===== config.mk =====
export PLATFORM = sky130hd
export DESIGN_NAME = load_store_unit
export DESIGN_NICKNAME = d
export VERILOG_FILES = /design/src/rtl/load_store_unit.sv
export SDC_FILE = /design/constraint.sdc
export NUM_CORES = 1
export LEC_CHECK = 0
export CAP_MARGIN = 20
export CORE_MARGIN = 4
export CORE_UTILIZATION = 49
export DETAILED_ROUTE_END_ITERATION = 8
export DONT_BUFFER_PORTS = 1
export SYNTH_ARGS = -nofsm -noshare
export SYNTH_HDL_FRONTEND = slang
export SYNTH_SLANG_ARGS = --single-unit

===== constraint.sdc =====
create_clock -name clk -period 2 [get_ports clk]
set_input_delay 0.4 -clock clk [delete_from_list [all_inputs] [get_ports clk]]
set_output_delay 0.4 -clock clk [all_outputs]
set_load 0.03 [all_outputs]

===== src/rtl/load_store_unit.sv =====
// rtl/load_store_unit.sv - byte-addressed RISC-V load/store controller for a 1-cycle registered-read word memory
// Optional feature macro: LSU_PERF_EN adds perf_loads, perf_stores and perf_faults counters.
module load_store_unit #(
  parameter int ADDR_WIDTH = 12
) (
  input  logic        clk,
  input  logic        rst,
  input  logic        req_valid,
  output logic        req_ready,
  input  logic        req_write,
  input  logic [1:0]  req_size,
  input  logic        req_unsigned,
  input  logic [31:0] req_addr,
  input  logic [31:0] req_wdata,
  output logic        resp_valid,
  input  logic        resp_ready,
  output logic [31:0] resp_rdata,
  output logic        resp_fault,
  output logic        mem_write_enable,
  output logic [31:0] mem_access_address,
  output logic [31:0] mem_write_data,
  input  logic [31:0] mem_read_data
`ifdef LSU_PERF_EN
  ,
  output logic [31:0] perf_loads,
  output logic [31:0] perf_stores,
  output logic [31:0] perf_faults
`endif
);

  typedef enum logic [2:0] {S_IDLE, S_ACCESS, S_CAPTURE, S_WRITE, S_RESP} state_t;

  state_t      r_state;
  state_t      w_next;
  logic        r_write;
  logic [1:0]  r_size;
  logic        r_unsigned;
  logic [1:0]  r_lane;
  logic [15:0] r_wdata;
  logic        w_fault;
  logic        w_word_store;
  logic [7:0]  w_byte;
  logic [15:0] w_half;
  logic [31:0] w_load_data;
  logic [31:0] w_merge;

  assign req_ready        = (r_state == S_IDLE);
  assign resp_valid       = (r_state == S_RESP);
  assign w_word_store     = r_write && (r_size == 2'b10);
  // Word stores write straight from ACCESS; sub-word stores write after the merge.
  assign mem_write_enable = ((r_state == S_ACCESS) && w_word_store) || (r_state == S_WRITE);

  // Reject illegal size, misalignment and addresses beyond the memory before any memory cycle.
  always_comb begin
    w_fault = 1'b0;
    if (req_size == 2'b11) w_fault = 1'b1;
    if ((req_size == 2'b01) && req_addr[0]) w_fault = 1'b1;
    if ((req_size == 2'b10) && (req_addr[1:0] != 2'b00)) w_fault = 1'b1;
    if ((req_addr >> (ADDR_WIDTH + 2)) != 32'd0) w_fault = 1'b1;
  end

  // Little-endian lane extraction and extension of the read word for loads.
  always_comb begin
    w_byte = 8'h00;
    case (r_lane)
      2'd0: w_byte = mem_read_data[7:0];
      2'd1: w_byte = mem_read_data[15:8];
      2'd2: w_byte = mem_read_data[23:16];
      default: w_byte = mem_read_data[31:24];
    endcase
    w_half = r_lane[1] ? mem_read_data[31:16] : mem_read_data[15:0];
    case (r_size)
      2'b00:   w_load_data = {{24{~r_unsigned & w_byte[7]}}, w_byte};
      2'b01:   w_load_data = {{16{~r_unsigned & w_half[15]}}, w_half};
      default: w_load_data = mem_read_data;
    endcase
  end

  // Merge store data into the selected lane of the read word for sub-word stores.
  always_comb begin
    w_merge = mem_read_data;
    if (r_size == 2'b00) begin
      case (r_lane)
        2'd0: w_merge = {mem_read_data[31:8], r_wdata[7:0]};
        2'd1: w_merge = {mem_read_data[31:16], r_wdata[7:0], mem_read_data[7:0]};
        2'd2: w_merge = {mem_read_data[31:24], r_wdata[7:0], mem_read_data[15:0]};
        default: w_merge = {r_wdata[7:0], mem_read_data[23:0]};
      endcase
    end else if (r_size == 2'b01) begin
      w_merge = r_lane[1] ? {r_wdata, mem_read_data[15:0]} : {mem_read_data[31:16], r_wdata};
    end
  end

  // State register.
  always_ff @(posedge clk) begin
    if (rst) r_state <= S_IDLE;
    else     r_state <= w_next;
  end

  // Next-state decode; the response waits in RESP until the consumer accepts it.
  always_comb begin
    w_next = r_state;
    case (r_state)
      S_IDLE:    if (req_valid) w_next = w_fault ? S_RESP : S_ACCESS;
      S_ACCESS:  w_next = w_word_store ? S_RESP : S_CAPTURE;
      S_CAPTURE: w_next = r_write ? S_WRITE : S_RESP;
      S_WRITE:   w_next = S_RESP;
      S_RESP:    if (resp_ready) w_next = S_IDLE;
      default:   w_next = S_IDLE;
    endcase
  end

  // Request latch, memory port drive and response data registers.
  always_ff @(posedge clk) begin
    if (rst) begin
      r_write            <= 1'b0;
      r_size             <= 2'b00;
      r_unsigned         <= 1'b0;
      r_lane             <= 2'b00;
      r_wdata            <= 16'h0000;
      resp_rdata         <= 32'h0;
      resp_fault         <= 1'b0;
      mem_access_address <= 32'h0;
      mem_write_data     <= 32'h0;
    end else begin
      case (r_state)
        S_IDLE: begin
          if (req_valid) begin
            r_write    <= req_write;
            r_size     <= req_size;
            r_unsigned <= req_unsigned;
            r_lane     <= req_addr[1:0];
            r_wdata    <= req_wdata[15:0];
            resp_rdata <= 32'h0;
            resp_fault <= w_fault;
            if (!w_fault) begin
              mem_access_address <= {{(32 - ADDR_WIDTH){1'b0}}, req_addr[ADDR_WIDTH+1:2]};
              if (req_write && (req_size == 2'b10)) mem_write_data <= req_wdata;
            end
          end
        end
        S_CAPTURE: begin
          if (r_write) mem_write_data <= w_merge;
          else         resp_rdata     <= w_load_data;
        end
        default: ;
      endcase
    end
  end

`ifdef LSU_PERF_EN
  // Event counters bumped at the response handshake.
  always_ff @(posedge clk) begin
    if (rst) begin
      perf_loads  <= 32'h0;
      perf_stores <= 32'h0;
      perf_faults <= 32'h0;
    end else if ((r_state == S_RESP) && resp_ready) begin
      if (resp_fault)   perf_faults <= perf_faults + 32'd1;
      else if (r_write) perf_stores <= perf_stores + 32'd1;
      else              perf_loads  <= perf_loads + 32'd1;
    end
  end
`endif

endmodule


== Word level (Yosys, flattened, before mapping) ==
Index checks and enable logic that the tools add are counted.

* Bitwise logic cells: 4
* Equal/unequal tests: 17
* Reduce and logical (&&, ||, !) cells: 17
* Mux-type cells: 25

{| class="wikitable"
|+ Operator list
! kind !! number
|-
| two-way mux 32 bit || 9
|-
| case mux 32 bit (2 select lines) || 3
|-
| case mux 32 bit (3 select lines) || 1
|-
| nonzero test 32 bit || 1
|-
| case mux 8 bit (3 select lines) || 1
|-
| two-way mux 16 bit || 1
|-
| two-way mux 3 bit || 5
|-
| case mux 3 bit (5 select lines) || 1
|-
| == test 2 bit (second input constant) || 4
|-
| != test 2 bit (second input constant) || 4
|-
| == test 2 x 1 -> 1 bit (second input constant) || 3
|-
| == test 3 x 2 -> 1 bit (second input constant) || 2
|-
| AND reduction 3 bit || 2
|-
| logical AND 1 bit || 5
|-
| AND reduction 5 bit || 1
|-
| logical NOT 2 bit || 2
|-
| two-way mux 1 bit || 4
|-
| != test 2 x 1 -> 1 bit (second input constant) || 2
|-
| AND reduction 2 bit || 2
|-
| nonzero test 2 bit || 2
|-
| == test 3 x 1 -> 1 bit (second input constant) || 1
|-
| == test 3 bit (second input constant) || 1
|-
| logical NOT 3 bit || 1
|-
| bitwise AND 1 bit || 2
|-
| 2 further kinds || 3
|}

* Bits of input ports: 104
* Output and inout port bits: 100
* Flip-flop bits (word level): 102
* Logic and storage cells: 73

== Longest topological paths before layout ==
Gate-level depths: netlist (run 1).

* Depth in word-level cells: 8
* Depth in mapped cells: 9
* Depth with buffers taken out: 5

== Worst setup path after synthesis (run 1) ==
OpenSTA, ideal clock, no wires.

* Kind: reg2out
* From: reg r_size[1]
* To: out mem_write_enable
* Path buffers: 2
* Stages on the path, launching flop included: 5
* Arrival: 1.884 ns
* Data required time: 1.600 ns
* Slack: -0.284 ns
* Cells stage by stage: dfxtp_1 buf_1 clkbuf_1 a31oi_1 nor3b_1

* Longest elaborated chain between the ends: 4

{| class="wikitable"
|+ Ends and longest elaborated chain
! what !! RTL line !! text
|-
| start: declaration || 36 || <nowiki>logic [1:0] r_size;</nowiki>
|-
| start signal: assignment || 130 || <nowiki>r_size <= req_size;</nowiki>
|-
| == test 2 bit || 49 || <nowiki>assign w_word_store = r_write && (r_size == 2'b10);</nowiki>
|-
| logical AND 1 bit || 49 ||
|-
| logical AND 1 bit || 51 || <nowiki>assign mem_write_enable = ((r_state == S_ACCESS) && w_word_store) || (r_state == S_WRITE);</nowiki>
|-
| logical OR 1 bit || 51 ||
|-
| end: declaration || 19 || <nowiki>output logic mem_write_enable,</nowiki>
|}

Every way passes these cells.

== Final worst setup path (run 1) ==
* From: reg r_size[1]
* To: reg mem_write_data[3]

* Longest elaborated chain between the ends: 5
* Elaborated cells on any way between the ends: 6
* Those cells by class: eq/ne: 1; mux: 4; reduce/logical: 1

{| class="wikitable"
|+ Ends and longest elaborated chain
! what !! RTL line !! text
|-
| == test 2 x 1 -> 1 bit || 89 || <nowiki>end else if (r_size == 2'b01) begin</nowiki>
|-
| two-way mux 32 bit || 89 ||
|-
| two-way mux 32 bit (*) || 82 || <nowiki>if (r_size == 2'b00) begin</nowiki>
|-
| two-way mux 32 bit (*) || 143 || <nowiki>if (r_write) mem_write_data <= w_merge;</nowiki>
|-
| case mux 32 bit (2 select lines) (*) || 126 || <nowiki>case (r_state)</nowiki>
|-
| end signal: assignment || 138 || <nowiki>if (req_write && (req_size == 2'b10)) mem_write_data <= req_wdata;</nowiki>
|-
| end signal: assignment || 143 ||
|-
| end: declaration || 21 || <nowiki>output logic [31:0] mem_write_data,</nowiki>
|}

Mark *: on every way between the ends. The rest lies on a longest branch, timed or not. The select of a mux whose other input is x is not followed.
A chain may end at the register's enable or synchronous reset.

==> flow_metrics.tcl, run 1 <==
set metrics [dict create \
    fmax_mhz 524 \
    layout.nets 738 \
    dr_total_vias 4929 \
    grt_max_degree 107 \
    grt_overflow 0 \
    fin_crit_ps 1910 \
    synth_edf_count 0 \
    cp.required_ps 2260 \
    synth-adder-area-share 0 \
    clkPwrFrac 0.311 \
    fp.dieH_um 114 \
    portBuffers 0 \
    multi_input_area_um2 3070 \
    firstDrtPassIters 5 \
    drv_slew 0 \
    avgRoutedWirePerCell_um 21.7 \
    dp_hpwl_um 12600 \
    final.setup.worst_slack_ps 91.4 \
    ant_nets 0 \
    yosysTopAreaCell "dfxtp_1" \
    power_density_nw_per_um2 683 \
    synthMuxAreaShare 0.0669 \
    status "finished, final reports clean" \
    first_iter_violations 531 \
    coreArea_um2 10900 \
    dp.cells 761 \
    grt_pass1_vias 4581 \
    drive_gt1_frac 0.132 \
    synthSimpleGateAreaFrac 0.229 \
    netSwitchingFraction 0.303 \
    synth.distinct_cells 56 \
    hold_violations 0 \
    core.rowCount 38 \
    ys_top_cells_by_area "dfxtp_1, a21oi_1, nand2_1" \
    htree_levels 3 \
    cts_tree "done" \
    fin_skew_ps 17.6 \
    combinationalPowerShare 0.156 \
    critical_path.cell_chain "buf_4, nor2_1, nand2_1, a211oi_1, o41ai_1" \
    cellLeakagePower_nw 2.17 \
    via_per_inst 6.34 \
    path_class "reg2reg" \
    antenna_cells 0 \
    worstSetupEndpointType "flop" \
    seq_area_um2 2050 \
    die_x_um 114 \
    yosys.area.top_type_share 0.374 \
    clockBufferDepth 2 \
    grt_antenna_before_repair 0 \
    worstMarginPinSlew_ps 985 \
    arrival_ps 2170 \
    ys.flop_type "dfxtp_1" \
    synthCells 648 \
    yosysWarnings 0 \
    num_io_pins 204 \
    drv_cap 0 \
    numClockSinks 102 \
    grt_pass1_wl_um 25800 \
    dieArea_um2 12900 \
    slowest_stage "a211oi_1" \
    numCtsBuffers 9 \
    root_buffer "clkbuf_8" \
    irDropWorstVdd_uv 368 \
    globalplace.congestion 0.895 \
    routed_wirelength_um 16900 \
    min_period_over_period 0.954 \
    pre_cts_slack_ps 106 \
    nFillCells 1033 \
    syn_area_um2 5460 \
    hold_class "in2reg" \
    power.switching_mw 1.21 \
    clk_latency_ps 370 \
    start_util 0.501 \
    rsz0062_at_grt "yes" \
    grt_util_all_layers 0.251 \
    clkTransAtPathRegs_ps 110 \
    ys_seq_area_frac 0.374 \
    start_kind "flop" \
    holdBufCountCts 0 \
    drc_errors 0 \
    internal_power_mw 2.79 \
    sequentialPowerShare 0.533 \
    areaGrowthSynthToFinish_pct 7.50 \
    ys_ff_latch 102 \
    cpPeakStageDelay_ps 490 \
    synth_compound_area_frac 0.246 \
    postSynthAreaPerCell_um2 8.42 \
    slew_headroom 0.344 \
    ys_async_sr_fraction 0 \
    cp_max_fo 18 \
    finalSetupViolCount 0 \
    synth_top_family_by_area "compound AO/OA/AOI/OAI gates" \
    instances_no_fill 778 \
    synthXorXnorAreaFrac 0 \
]
-- per-stage QoR --
step,total power [mW],instance area (um^2),util,hold WS (ps),TNS [ps]
after floorplan,2.68,5540,-,445,-80.7
after global placement,2.78,5630,0.517,467,0
after detailed placement,2.79,5630,0.517,471,0
after CTS,4.01,5820,0.535,70.6,0
after global routing,4.17,5870,0.539,70.0,-16.6
final,4.01,5870,0.539,111,0
-- synthesized netlist by cell type, types with 4 or more instances --
master and instances:
dfxtp_1 102, nand2_1 70, a21oi_1 57, nor2_1 47
clkbuf_1 46, nand4b_1 26, buf_4 23, mux2i_1 23
o21ai_0 20, o22ai_1 19, nand3_1 18, a221o_1 16
a211oi_1 15, and3_1 15, nor2b_1 15, o41ai_1 13
a22o_1 11, o31ai_1 11, buf_2 10, mux2_2 10
nand2b_1 7, a222oi_1 6, and2_1 6, a211o_1 5
inv_1 5, a22oi_1 4, nor4_1 4, o221ai_1 4
-- flip-flops by register name (all words and copies together), names as in the netlist, 2 cells and up --
register            flops
mem_write_data         32
resp_rdata             32
r_wdata                16
mem_access_address     12
r_state                 3
r_lane                  2
r_size                  2
-- metal layers --
metal  global-route usage  wire (um)  up-vias
met1                0.351       7410     2316
met3               0.0934       2010       13
met4               0.0473        174        0
met2                0.375       7260      257
li1                     -          -     2343
met5                    0          0        -
-- kinds of logic after synthesis --
kind of cell / count (synthesis)
AOI/OAI and AO/OA: 193
buffers and inverters: 89
DFF: 102
muxes: 34
other: 1
and+or+nand+nor: 229
-- placed cells by master, fill, tap and decap left out, types with 19 or more instances in the layout --
master    Yosys  routed
nand4b_1     26      26
nand2_1      70      70
a21oi_1      57      56
o22ai_1      19      19
o21ai_0      20      20
buf_4        23      33
mux2i_1      23      23
dfxtp_1     102      99
nor2_1       47      47
conb_1        1      20
-- area by class of cell --
class | instances | area share
clock buffer | 9 | 0.0211
clock inverter | 6 | 0.0102
inverter | 5 | 0.00363
multi-input combinational | 476 | 0.523
sequential | 102 | 0.349
tap | 140 | 0.0299
timing repair buffer | 40 | 0.0631
-- power groups by stage --
stage / registers (mW) / logic [mW] / clock network (mW)
after global placement: 2.18 / 0.598 / 0
after global routing: 2.14 / 0.682 / 1.35
after detailed placement: 2.18 / 0.608 / 0
after CTS: 2.14 / 0.611 / 1.26
after floorplan: 2.15 / 0.535 / 0
final: 2.14 / 0.624 / 1.25
-- critical path: cells and delay by family (launching register included) --
family / cells / cell delay [ps]
compound gates: 2 / 610
buf+inv: 1 / 210
flops: 1 / 360
simple gates: 2 / 620
-- timing repair --
action                     in CTS  in global routing
pin swaps                       0                  1
resized for setup               3                  9
setup buffers                   0                  2
setup endpoints to repair       1                  4
-- worst paths after layout --
kind	startpoint	end	slack (ps)	cells after the start
setup / recovery	r_size[1]	mem_write_data[3]	90	5
hold / removal	rst	r_size[0]	110	1
setup reg to reg	r_size[1]	mem_write_data[3]	90	5
hold reg to reg	r_wdata[15]	r_wdata[15]	490	2
(Power assumes the default switching activity.)
==> inputs of run 2 (changes only) <==
--- a/config.mk
+++ b/config.mk
@@ -7,9 +7,10 @@
 export LEC_CHECK = 0
 export CAP_MARGIN = 20
 export CORE_MARGIN = 4
-export CORE_UTILIZATION = 49
+export CORE_UTILIZATION = 55
 export DETAILED_ROUTE_END_ITERATION = 8
 export DONT_BUFFER_PORTS = 1
+export PLACE_DENSITY = 0.7
 export SYNTH_ARGS = -nofsm -noshare
 export SYNTH_HDL_FRONTEND = slang
 export SYNTH_SLANG_ARGS = --single-unit
==> flow_metrics.tcl, run 2 (synthesis gave the netlist of run 1 again) <==
set metrics [dict create \
    drive_gt1_frac 0.130 \
    start_kind "flop" \
    drv_cap 0 \
    instances_no_fill 772 \
    nFillCells 856 \
    htree_levels 3 \
    die_x_um 108 \
    cp.required_ps 1600 \
    cpPeakStageDelay_ps 450 \
    cellLeakagePower_nw 2.18 \
    dp_hpwl_um 12500 \
    fin_tns_setup_ps 0 \
    layout_top_registers "mem_write_data x32, resp_rdata x32, r_wdata x16" \
    num_io_pins 204 \
    dr_total_vias 4915 \
    path_class "reg2out" \
    fin_skew_ps 9.83 \
    grt_overflow 0 \
    layout.nets 739 \
    critical_path.cell_chain "buf_8, a31oi_4, nor3b_2, buf_4" \
    routed_wirelength_um 16900 \
    coreArea_um2 9730 \
    cts_tree "done" \
    drc_errors 0 \
    hold_violations 0 \
    arrival_ps 1510 \
    clk_latency_ps 370 \
    core.rowCount 36 \
    slowest_stage "dfxtp_4" \
    dp.cells 756 \
    via_per_inst 6.37 \
    portBuffers 0 \
    min_period_over_period 0.957 \
    avgRoutedWirePerCell_um 21.8 \
    start_util 0.561 \
    dieArea_um2 11600 \
    grt_antenna_before_repair 0 \
    areaGrowthSynthToFinish_pct 7.31 \
    final_area_um2 5860 \
    drv_slew 0 \
    first_iter_violations 447 \
    grt_pass1_vias 4632 \
    dpl_cell_area_um2 5610 \
    worstSetupEndpointType "primary output" \
    irDropWorstVdd_uv 476 \
    root_buffer "clkbuf_8" \
    final_common_cell "dfxtp_1" \
    grt_max_degree 107 \
    ant_nets 0 \
    fp.dieH_um 108 \
    fin_crit_ps 1910 \
    grt_pass1_wl_um 25600 \
    cp_max_fo 13 \
    numCtsBuffers 9 \
    hold_class "in2reg" \
    numClockSinks 102 \
    finalSetupViolCount 0 \
    grt_util_all_layers 0.283 \
    antenna_cells 0 \
    clkTransAtPathRegs_ps 90 \
    fmax_mhz 522 \
    clockBufferDepth 2 \
    power_density_nw_per_um2 701 \
    globalplace.congestion 0.937 \
    final_cell_mix "dfxtp_1, nand2_1, a21oi_1" \
    status "finished, final reports clean" \
    slew_headroom 0.377 \
    firstDrtPassIters 7 \
    worstMarginPinSlew_ps 934 \
]
==> run 2: changes by cell type in the layout (fill, tap and decap cells not counted), sizes merged <==
cell	delta
bufinv	+1
clkinv	-2
clkbuf	+2
buf	+1
clkinvlp	-1
==> run 2: worst paths after layout <==
kind              depth (start not counted)  slack, ps                 end   startpoint
setup / recovery                          4         90    mem_write_enable    r_size[1]
hold / removal                            1         90             r_write          rst
setup reg to reg                          6        150  mem_write_data[15]    r_lane[1]
hold reg to reg                           2        490         r_wdata[13]  r_wdata[13]
==> run 2: power breakdown <==
| group | switching, mW | internal, mW |
|---|---|---|
| registers | 0.0680 | 2.07 |
| clock network | 0.697 | 0.647 |
| logic | 0.373 | 0.252 |
| total | 1.14 | 2.97 |
==> run 2: critical path, delay by kind of cell, from the launching register on <==
family	cells	cell delay, ps
DFF	1	450
AOI/OAI and AO/OA	1	100
and+or+nand+nor	1	240
buffers and inverters	2	360
==> run 2: what timing repair did <==
action,in CTS,in global routing
cloned,0,0
hold buffers,0,0
buffers inserted,0,1
gates resized for setup,2,8
pin swaps,0,1
setup endpoints to repair,1,19
==> run 2: layer usage <==
metal  vias up  track usage  share of wire
li1       2343            -              -
met1      2279        0.395           0.43
met2       266        0.416           0.44
met3        27       0.0888           0.11
met4         0       0.0938          0.023
met5         -            0              0
==> run 2: area by class of cell <==
| class | instances | area [um^2] | share of cell area |
|---|---|---|---|
| Timing Repair Buffer | 41 | 353 | 0.0602 |
| Sequential cell | 102 | 2050 | 0.350 |
| Clock buffer | 11 | 151 | 0.0258 |
| Tap cell | 133 | 166 | 0.0284 |
| Multi-Input combinational cell | 476 | 3060 | 0.523 |
| Inverter | 5 | 18.8 | 0.00320 |
| Clock inverter | 4 | 55.1 | 0.00940 |
==> run 2: per-stage QoR <==
step                worst slack [ps]  total power, mW   util  hold WS, ps
CTS                            0.896             4.11  0.598         75.6
finish                          85.1             4.11  0.602         94.4
detailed placement               122             2.79  0.577          471
global placement                 195             2.78  0.577          464
global route                   -11.0             4.28  0.602         68.2
floorplan                      -11.5             2.68      -          445
